[src/rtl/mips_pipe_pkg.sv]
// rtl/mips_pipe_pkg.sv - shared encodings and helpers for the MIPS pipeline stages
//
// Purpose: select encodings used by the MEM/WB write-back stage and the
// byte-offset width helper shared by the stage and its load extractor.
// Ports: none (package).

package mips_pipe_pkg;

  // Destination register select.
  typedef enum logic [1:0] {
    REG_DST_RT   = 2'd0,
    REG_DST_RD   = 2'd1,
    REG_DST_LINK = 2'd2,
    REG_DST_NONE = 2'd3
  } reg_dst_e;

  // Write-back data select; encoding 3 aliases the ALU result.
  typedef enum logic [1:0] {
    M2R_ALU  = 2'd0,
    M2R_MEM  = 2'd1,
    M2R_LINK = 2'd2
  } m2r_e;

  // Load extraction modes; encodings 5..7 behave as a full word.
  typedef enum logic [2:0] {
    LD_W  = 3'd0,
    LD_B  = 3'd1,
    LD_BU = 3'd2,
    LD_H  = 3'd3,
    LD_HU = 3'd4
  } ld_ext_e;

  // Width of a byte offset inside a DATA_W-bit word.
  function automatic int boff_w(input int data_w);
    return $clog2(data_w / 8);
  endfunction

endpackage

[src/rtl/load_ext.sv]
// rtl/load_ext.sv - load-data sub-word extraction with sign/zero extension
//
// Purpose: pick a byte or halfword out of the raw memory word (little-endian)
// and extend it to DATA_W; word and reserved modes pass the word unchanged.
// Ports:
//   word      in  DATA_W  raw memory word
//   ld_ext    in  3       load mode (ld_ext_e)
//   byte_off  in  BOFF_W  byte offset within the word
//   ext       out DATA_W  extended load value

module load_ext
  import mips_pipe_pkg::*;
#(
  parameter  int DATA_W = 32,
  localparam int BOFF_W = boff_w(DATA_W)
) (
  input  logic [DATA_W-1:0] word,
  input  logic [2:0]        ld_ext,
  input  logic [BOFF_W-1:0] byte_off,
  output logic [DATA_W-1:0] ext
);

  logic [7:0]  byte_v;
  logic [15:0] half_v;

  always_comb begin
    // Shift the addressed lane down to bit 0; the halfword lane ignores
    // byte_off[0], so misaligned halfwords read the enclosing aligned half.
    byte_v = 8'(word >> {byte_off, 3'b000});
    half_v = 16'(word >> {byte_off[BOFF_W-1:1], 4'b0000});

    ext = word;
    case (ld_ext_e'(ld_ext))
      LD_B:    ext = {{(DATA_W-8){byte_v[7]}}, byte_v};
      LD_BU:   ext = {{(DATA_W-8){1'b0}}, byte_v};
      LD_H:    ext = {{(DATA_W-16){half_v[15]}}, half_v};
      LD_HU:   ext = {{(DATA_W-16){1'b0}}, half_v};
      default: ext = word;
    endcase
  end

endmodule

[src/rtl/mem_wb_sel.sv]
// rtl/mem_wb_sel.sv - MEM/WB pipeline stage with final write-back selection
//
// Purpose: registers the write-back destination, enable and data for the
// register file (and forwarding network), with stall, flush, link-register
// destination, load extraction and $0 write suppression. Latency is 1 cycle.
// Ports:
//   clk, reset        clock, synchronous active-high reset
//   stall, flush      hold stage / insert bubble (flush wins)
//   in_valid          MEM-stage instruction valid
//   in_reg_write      instruction writes the register file
//   in_rt, in_rd      candidate destination fields
//   in_reg_dst        0 rt, 1 rd, 2 LINK_REG, 3 none
//   in_mem_to_reg     0 ALU, 1 memory, 2 pc + LINK_OFF, 3 ALU
//   in_alu_ans        ALU result
//   in_mem_dout       raw memory word
//   in_pc             instruction PC
//   in_ld_ext         load mode
//   in_byte_off       byte offset within the word
//   wb_valid, wb_we   registered valid and write enable
//   wb_addr, wb_data  registered destination and data
//   wb_pc             registered PC for trace

module mem_wb_sel
  import mips_pipe_pkg::*;
#(
  parameter  int DATA_W   = 32,
  parameter  int REG_AW   = 5,
  parameter  int LINK_REG = 31,
  parameter  int LINK_OFF = 8,
  localparam int BOFF_W   = boff_w(DATA_W)
) (
  input  logic              clk,
  input  logic              reset,
  input  logic              stall,
  input  logic              flush,
  input  logic              in_valid,
  input  logic              in_reg_write,
  input  logic [REG_AW-1:0] in_rt,
  input  logic [REG_AW-1:0] in_rd,
  input  logic [1:0]        in_reg_dst,
  input  logic [1:0]        in_mem_to_reg,
  input  logic [DATA_W-1:0] in_alu_ans,
  input  logic [DATA_W-1:0] in_mem_dout,
  input  logic [DATA_W-1:0] in_pc,
  input  logic [2:0]        in_ld_ext,
  input  logic [BOFF_W-1:0] in_byte_off,
  output logic              wb_valid,
  output logic              wb_we,
  output logic [REG_AW-1:0] wb_addr,
  output logic [DATA_W-1:0] wb_data,
  output logic [DATA_W-1:0] wb_pc
);

  localparam logic [REG_AW-1:0] LINK_ADDR = REG_AW'(LINK_REG);
  localparam logic [DATA_W-1:0] LINK_INC  = DATA_W'(LINK_OFF);

  logic [DATA_W-1:0] ld_val;
  logic [REG_AW-1:0] sel_addr;
  logic [DATA_W-1:0] sel_data;
  logic              sel_we;

  logic              valid_d, valid_q;
  logic              we_d,    we_q;
  logic [REG_AW-1:0] addr_d,  addr_q;
  logic [DATA_W-1:0] data_d,  data_q;
  logic [DATA_W-1:0] pc_d,    pc_q;

  load_ext #(.DATA_W(DATA_W)) u_load_ext (
    .word     (in_mem_dout),
    .ld_ext   (in_ld_ext),
    .byte_off (in_byte_off),
    .ext      (ld_val)
  );

  // Destination, data and enable selection for the instruction in MEM.
  always_comb begin
    sel_addr = '0;
    case (reg_dst_e'(in_reg_dst))
      REG_DST_RT:   sel_addr = in_rt;
      REG_DST_RD:   sel_addr = in_rd;
      REG_DST_LINK: sel_addr = LINK_ADDR;
      default:      sel_addr = '0;
    endcase

    sel_data = in_alu_ans;
    case (m2r_e'(in_mem_to_reg))
      M2R_MEM:  sel_data = ld_val;
      M2R_LINK: sel_data = in_pc + LINK_INC;   // wraps modulo 2^DATA_W
      default:  sel_data = in_alu_ans;
    endcase

    // $0 is hard-wired zero, so a write to it never reaches the file.
    sel_we = in_valid & in_reg_write & (sel_addr != '0);
  end

  // Stage register next-state: flush beats stall; reset is in the flop block.
  always_comb begin
    valid_d = valid_q;
    we_d    = we_q;
    addr_d  = addr_q;
    data_d  = data_q;
    pc_d    = pc_q;
    if (flush) begin
      valid_d = 1'b0;
      we_d    = 1'b0;
      addr_d  = '0;
      data_d  = '0;
      pc_d    = '0;
    end else if (!stall) begin
      // Address, data and pc load even for an invalid slot.
      valid_d = in_valid;
      we_d    = sel_we;
      addr_d  = sel_addr;
      data_d  = sel_data;
      pc_d    = in_pc;
    end
  end

  always_ff @(posedge clk) begin
    if (reset) begin
      valid_q <= 1'b0;
      we_q    <= 1'b0;
      addr_q  <= '0;
      data_q  <= '0;
      pc_q    <= '0;
    end else begin
      valid_q <= valid_d;
      we_q    <= we_d;
      addr_q  <= addr_d;
      data_q  <= data_d;
      pc_q    <= pc_d;
    end
  end

  assign wb_valid = valid_q;
  assign wb_we    = we_q;
  assign wb_addr  = addr_q;
  assign wb_data  = data_q;
  assign wb_pc    = pc_q;

endmodule

[config.mk]
export PLATFORM = sky130hd
export DESIGN_NAME = mem_wb_sel
export DESIGN_NICKNAME = d
export VERILOG_FILES = /design/src/rtl/mips_pipe_pkg.sv /design/src/rtl/load_ext.sv /design/src/rtl/mem_wb_sel.sv
export SDC_FILE = /design/constraint.sdc
export NUM_CORES = 1
export LEC_CHECK = 0
export CAP_MARGIN = 20
export CORE_UTILIZATION = 40
export CTS_BUF_LIST = sky130_fd_sc_hd__clkbuf_8
export DETAILED_ROUTE_END_ITERATION = 7
export HOLD_SLACK_MARGIN = 0.05
export PLACE_DENSITY = 0.77
export RECOVER_POWER = 50
export SETUP_SLACK_MARGIN = 0.4
export SLEW_MARGIN = 20
export SYNTH_ARGS = -nofsm -noshare
export SYNTH_HDL_FRONTEND = slang
export SYNTH_SLANG_ARGS = --single-unit
[constraint.sdc]
create_clock -name clk -period 2 [get_ports clk]
set_input_delay 0.4 -clock clk [delete_from_list [all_inputs] [get_ports clk]]
set_output_delay 0.4 -clock clk [all_outputs]
set_load 0.02 [all_outputs]
-- Word level (Yosys, flattened, before mapping)
Cells that the tools add are included.
- add/sub/neg operators: 1
- eq/ne operators: 8
- shift operators: 2
- mux-type cells: 3
- bitwise logic cells: 2
- reduce and logical (&&, ||, !) cells: 3
- operators with widths (operator ; number):
    $pmux W32 S4 ; 1
    $pmux W32 S2 ; 1
    $add A32 B4 Y32 const B ; 1
    $shr A32 B5 Y16 ; 1
    $shr A32 B5 Y8 ; 1
    $pmux W5 S3 ; 1
    $eq A3 B2 Y1 const B ; 2
    $reduce_bool A5 Y1 ; 1
    $eq A2 B1 Y1 const B ; 2
    $eq A2 B2 Y1 const B ; 2
    $eq A3 B1 Y1 const B ; 1
    $eq A3 B3 Y1 const B ; 1
    $and A1 B1 Y1 ; 2
    $logic_not A2 Y1 ; 1
    $reduce_or A2 Y1 ; 1
- bits in registers: 71
- word-level logic and storage cells: 24

-- Depth between registers and ports, before layout
Gate-level depths: netlist of run 1.
- depth in word-level cells: 4
- gate-level depth with buffers: 8

-- By module
Synthesis of run 1 repeated with hierarchy kept, for this count alone.
- cell total of the unflattened synthesis: 567
- area total of the unflattened synthesis: 4610.7 µm²
- modules (own cells, without submodules) (module ; times used ; cells an instance ; area each (µm²) ; seq. area each (µm²)):
    mem_wb_sel ; 1 ; 442 ; 3686.0 ; 1421.4
    load_ext ; 1 ; 125 ; 924.6 ; 0.0

-- Worst setup path before layout of run 1
OpenSTA, ideal clock, no wires.
- kind: input to register
- start: in in_pc[7]
- end: reg data_q[22] (netlist: wb_data[22])
- arrival: 1.769 ns
- required time: 1.864 ns
- setup slack: 0.095 ns
- stages: 6
- buffers on the path: 1
- path through: buf_2 -> nand4_1 -> or4_4 -> o31a_1 -> o21ai_0 -> a31oi_1
- word-level cells in the longest chain between the ends: 2
- ends and longest elaborated chain (element ; line ; source):
    start: declaration ; mem_wb_sel.sv:44 ; input logic [DATA_W-1:0] in_pc,
    $add A32 B4 Y32 ; mem_wb_sel.sv:88 ; M2R_LINK: sel_data = in_pc + LINK_INC;
    $pmux W32 S2 ; mem_wb_sel.sv:86 ; case (m2r_e'(in_mem_to_reg))
    end signal: assignment ; mem_wb_sel.sv:130 ; data_q <= data_d;
    end: declaration ; mem_wb_sel.sv:65 ; logic [DATA_W-1:0] data_d, data_q;
No other way between the ends.
A chain may end at the register's enable or synchronous reset.

-- Final worst setup path of run 1
- start: in flush
- end: reg data_q[13] (netlist: wb_data[13])
- word-level cells in the longest chain between the ends: 1
- ends and longest elaborated chain (element ; line ; source):
    start: declaration ; mem_wb_sel.sv:35 ; input logic flush,
    $reduce_or A2 Y1 (no line) ; n/a ;
No other way between the ends.

==> reports/qor.txt, run 1 <==
Total Routed Length: 21.96 mm
largest net degree at the start of global routing: 30
CTS buffer count: 9
vias in the first global route: 6020
slowest cell on the critical path: dlygate4sd3_1
Mapped Cells: 578
max_cap viols: 0
top-count cell post-synth: dfxtp_1
max-slew violations: 0
buffers and inverters on the worst path: 2
Commonest cells post-synth: dfxtp_1 (71), nor2_1 (54), mux2i_1 (45)
Starting Density: 41.78%
Antenna Cells: 0
Final Cycle Share: 85.01%
Avg Inst Size Synth: 8.007 um2
crit-path leading delay family: buffers and inverters
asr flop ratio synth: 0%
crit start category: primary input
Main synth FF type: dfxtp_1
clk buf depth: 2
drc violations: 0
Setup crit start: flush
crit path cell chain: dlygate4sd3_1 > nor2_2 > buf_12 > o221ai_1 > or2_2 > o22ai_1
CTS clk-pin slew, worst paths: 0.08 ns
Mapped Area: 0.004628 mm2
Net Count, Synth: 702
Core ar.: 0.01108 mm2
HP Class: in -> reg
worst-path fanout max: 25
CP max stage delay: 0.58 ns
Max Clock Skew: 0 ns
initial antenna violation count: 0
die area: 0.01200 mm2
setup TNS: 0 ns
worst path required time: 2.28 ns
share of the synthesized area in the top cell type: 30.71%
Layout area overhead: 75.72%
Cell variety after synth: 66
Via density: 6.107
Synth warnings: 0
Final WS setup: 0.2997 ns
WL/cell: 21.53 um
Hold-fix buffers, CTS: 0
Worst Hold Path Cells: 3
Die X: 109.6 um
final setup violating endpoints: 0
end of the critical path: wb_data[13]
Worst-Margin Slew: 0.7664 ns
Synth area leaders: dfxtp_1 (31%), mux2i_1 (9.7%), nor2_1 (4.4%)
Leak: 3.579 nW
DP HPWL: 16.00 mm
Achievable Freq: 588.1 MHz
Seq/Total Area, Yosys: 30.71%
routability congestion estimate: 0.9368
root buffer selected by CTS: clkbuf_8
Overall Global Routing Usage: 35.74%
outcome: completed
Layout Nets: 999
Peak VDD IR: 347.8 uV
CTS Sinks: 71
chip height: 109.6 um
Iter 0 DRT Violations: 585
Crit. End Element: register
first-pass GRT wire length: 32.32 mm
DR pass1 iterations: 6
WP data arrival: 1.98 ns
GRT overflow: 0
Register-to-Register Setup Slack: 0.80 ns
kind of critical path: in -> reg
final core utilization: 73.41%
Synth area leader: dfxtp_1
Clock Latency Late Sink: 0.36 ns
Synth Register Bits: 71
IO Count: 192
TritonCTS clock tree: done
final hold violation count: 0
Place WS: -0.4089 ns
RSZ-0062 raised after global routing: yes
R2R Path Start: wb_data[3]
layout cells sized above 1: 28.75%
fin crit period: 1.700 ns
reg2reg end: wb_data[3]
Antenna Nets Post-Route: 0
num rows: 38
IO buf count: 191
Post-synth EDFFs: 0
Pwr Total: 3.978 mW
PD cells: 489.1 mW/mm2
H-tree lvl count: 3
headroom to the max-slew limit: 48.90%
Crit path depth: 6
routed vias: 6229
Worst R2R Path Depth: 4
[placed cells by master, fill, tap and decap left out, drive strengths merged, types with 10 or more instances in the layout]
master	synthesis	routed
nor4	12	12
buf	15	155
o21ai	39	39
nor3	10	10
nor2	54	54
clkbuf	35	15
nand3	17	17
dlygate4sd2	0	87
a21oi	24	24
clkdlybuf4s50	0	80
o22ai	13	13
inv	21	23
o221ai	20	20
mux2i	45	45
a31oi	26	26
dfxtp	71	71
nand2	30	30
[state kept, by name (all words and copies together), names as in the netlist]
register,flops
wb_valid,1
wb_data,32
wb_addr,5
wb_we,1
wb_pc,32
[kinds of logic after synthesis]
family | Yosys count | synth area share, %
adders and majority gates | 3 | 0.8111
muxes | 47 | 10.46
xor gates and xnor gates | 13 | 2.460
AOI/OAI and AO/OA | 191 | 28.55
buffers and inverters | 72 | 6.299
and+or+nand+nor | 181 | 20.71
DFF | 71 | 30.71
[worst min-delay path by stage]
stage	startpoint	to	slack, ns
floorplan	in_pc[0]	wb_pc[0]	0.54
global placement	wb_data[1]	wb_data[1]	0.45
detailed placement	wb_data[0]	wb_data[0]	0.47
CTS	in_pc[9]	wb_pc[9]	0.41
global route	in_pc[10]	wb_pc[10]	0.35
finish	in_pc[10]	wb_pc[10]	0.35
[layer usage]
metal  GRT usage [%]  vias up  wire length, um  share of wire [%]
li1                -     2799                -                  -
met1           43.25     2931             8448                 38
met2           60.38      411            10400                 47
met3           7.647       88             2082                9.5
met4           16.57        0             1034                4.7
met5               0        -                0                  0
[layout make-up]
cell class / count / area [um2]
Multi-Input combinational cell: 437 / 3324
Fill cell: 850 / 2945
Timing Repair Buffer: 334 / 2944
Sequential cell: 71 / 1421
Tap cell: 140 / 175.2
Clock buffer: 10 / 137.6
Inverter: 22 / 86.33
Clock inverter: 6 / 43.79
[through the flow]
step / cells / area, um2 / hold slack, ns
finish: 1020 / 8133 / 0.3509
global route: 1020 / 8133 / 0.3524
CTS: 1011 / 7908 / 0.4087
detailed placement: 980 / 7486 / 0.4672
global placement: 980 / 7486 / 0.4547
floorplan: 578 / 4737 / 0.5439
[where the power goes]
group / switching, mW / total, mW / internal (mW)
registers: 0.0380 / 1.51 / 1.47
clock network: 0.620 / 1.11 / 0.491
logic: 0.699 / 1.36 / 0.660
[timing repair]
action	CTS	global route
pin swaps	34	37
gates cloned	5	0
buffers inserted	10	9
gates resized for setup	216	60
endpoints found under the setup margin	103	31
[worst min-delay path: stages]
cell and delay, ns:
clkbuf_2 0.12, mux2i_1 0.07, nor2_1 0.08
(Power assumes the default switching activity.)
==> run 2: changes to the inputs <==
REMOVE_ABC_BUFFERS = 1   (was not set)
==> reports/qor.txt, run 2 (synthesized netlist as in run 1, its figures left out) <==
IO Count: 192 (unchanged)
outcome: completed
DR pass1 iterations: 5 (-1)
Crit. End Element: register
root buffer selected by CTS: clkbuf_8
H-tree lvl count: 3 (unchanged)
die area: 0.01200 mm2 (unchanged)
Starting Density: 41.78% (unchanged)
fill count: 911 (+7.2%)
Iter 0 DRT Violations: 605 (+3.4%)
Achievable Freq: 578.0 MHz (-1.7%)
TritonCTS clock tree: done
register area: 0.001421 mm2 (unchanged)
clk buf depth: 2 (unchanged)
Layout area overhead: 72.32%
Final Cycle Share: 86.50% (+1.5 points)
commonest non-fill, non-tap cell in the layout: buf_4
Total Routed Length: 19.75 mm (-10%)
worst path required time: 2.28 ns (about the same)
crit start category: primary input
CTS clk-pin slew, worst paths: 0.08 ns (about the same)
kind of critical path: in -> reg
Seq pwr share: 38.2% (+0.3 points)
most frequent cells in the layout: buf_4 (115), clkdlybuf4s50_1 (79), dlygate4sd2_1 (76)
max_cap viols: 0 (unchanged)
Internal: 2.613 mW (-0.28%)
Max Clock Skew: 0 ns (unchanged)
Register-to-Register Setup Slack: 0.76 ns (-0.04 ns)
Overall Global Routing Usage: 32.56% (-3.2 points)
final setup violating endpoints: 0 (unchanged)
Final WS setup: 0.2700 ns (-0.02970 ns)
Antenna Nets Post-Route: 0 (unchanged)
first-pass GRT wire length: 30.00 mm (-7.2%)
headroom to the max-slew limit: 64.22% (+15 points)
routed vias: 6036 (-3.1%)
final hold violation count: 0 (unchanged)
combinational share of power: 33.3% (-0.9 points)
Antenna Cells: 0 (unchanged)
CTS Sinks: 71 (unchanged)
CP max stage delay: 0.56 ns (-0.02 ns)
num rows: 38 (unchanged)
initial antenna violation count: 0 (unchanged)
Net Sw Frac: 33.58% (-0.54 points)
setup TNS: 0 ns (unchanged)
slowest cell on the critical path: dlygate4sd3_1
largest net degree at the start of global routing: 47 (+57%)
HP Class: in -> reg
Worst Hold Path Cells: 4 (+1)
max-slew violations: 0 (unchanged)
worst-path fanout max: 27 (+8.0%)
WL/cell: 19.63 um (-8.8%)
GRT overflow: 0 (unchanged)
Place WS: -0.4197 ns (-0.01082 ns)
final core utilization: 71.99% (-1.4 points)
Worst-Margin Slew: 0.5367 ns (-0.2297 ns)
routability congestion estimate: 0.8800 (-6.1%)
vias in the first global route: 5862 (-2.6%)
Hold-fix buffers, CTS: 0 (unchanged)
area of the multi-input gates: 0.003289 mm2 (-1.1%)
layout cells sized above 1: 27.25% (-1.5 points)
Die X: 109.6 um (unchanged)
Peak VDD IR: 372.0 uV (+6.9%)
Core ar.: 0.01108 mm2 (unchanged)
Layout Nets: 985 (-1.4%)
Clock Latency Late Sink: 0.36 ns (about the same)
Leak: 3.599 nW (+0.55%)
clock power share: 28.5% (+0.6 points)
IO buf count: 191 (unchanged)
Worst R2R Path Depth: 4 (unchanged)
fin crit period: 1.730 ns (+0.02970 ns)
PD cells: 493.3 mW/mm2 (+0.86%)
P_sw: 1.321 mW (-2.7%)
Via density: 6.000 (-1.7%)
chip height: 109.6 um (unchanged)
WP data arrival: 2.01 ns (+0.03 ns)
drc violations: 0 (unchanged)
DP HPWL: 14.89 mm (-6.9%)
RSZ-0062 raised after global routing: yes
crit path cell chain: dlygate4sd3_1 > or2_2 > clkbuf_2 > nor2_1
CTS buffer count: 9 (unchanged)
[run 2: changes by cell type in the layout (fill, tap and decap cells not counted), sizes merged]
cell and change:
buf -16, dlygate4sd2 -11, clkbuf +8, dlymetal6s2s +8, and2 -1, clkdlybuf4s50 -1
clkinv -1, dlygate4sd3 -1, inv +1
[run 2: final cells by class]
type / instances / share of cell area [%]
clock buffer: 10 / 1.726
inverter: 22 / 1.051
timing repair buffer: 321 / 35.33
tap: 140 / 2.196
clock inverter: 6 / 0.6275
sequential: 71 / 17.82
multi-input combinational: 436 / 41.25
[run 2: worst max-delay path: cells and delay by family]
family | cells | cell delay (ns)
buffers and inverters | 2 | 0.96
AND/OR/NAND/NOR | 2 | 0.64
[run 2: power groups by stage]
stage                     logic, mW  clock network [mW]  registers [mW]
after floorplan               0.379                   0            1.60
after global placement         1.22                   0            1.54
after detailed placement       1.24                   0            1.54
after CTS                      1.25                1.13            1.50
after global routing           1.39                1.19            1.51
final                          1.31                1.12            1.50
[run 2: metal layers]
metal	up-vias	GRT usage, %	part of all wire (%)
li1	2775	-	-
met1	2809	40.98	41
met2	393	54.27	47
met3	59	6.046	9.3
met4	0	14.00	2.9
met5	-	0	0
[run 2: worst paths after layout]
check	startpoint	endpoint
hold / removal	in_pc[13]	wb_pc[13]
setup reg to reg	wb_data[2]	wb_data[2]
hold reg to reg	wb_data[0]	wb_data[0]
setup / recovery	flush	wb_pc[30]
[run 2: what timing repair did]
action / CTS / global route
endpoints found under the setup margin: 103 / 32
pin swaps: 29 / 37
buffers inserted: 7 / 2
cloned: 2 / 0
resized for setup: 180 / 88
[run 2: per-stage QoR]
step | power [mW] | hold WS, ns | std cells | area [um2]
floorplan | 1.980 | 0.5009 | 528 | 4419
global placement | 2.759 | 0.4589 | 979 | 7467
detailed placement | 2.780 | 0.4660 | 979 | 7467
CTS | 3.890 | 0.4666 | 1004 | 7821
global route | 4.084 | 0.4439 | 1006 | 7975
finish | 3.934 | 0.4197 | 1006 | 7975
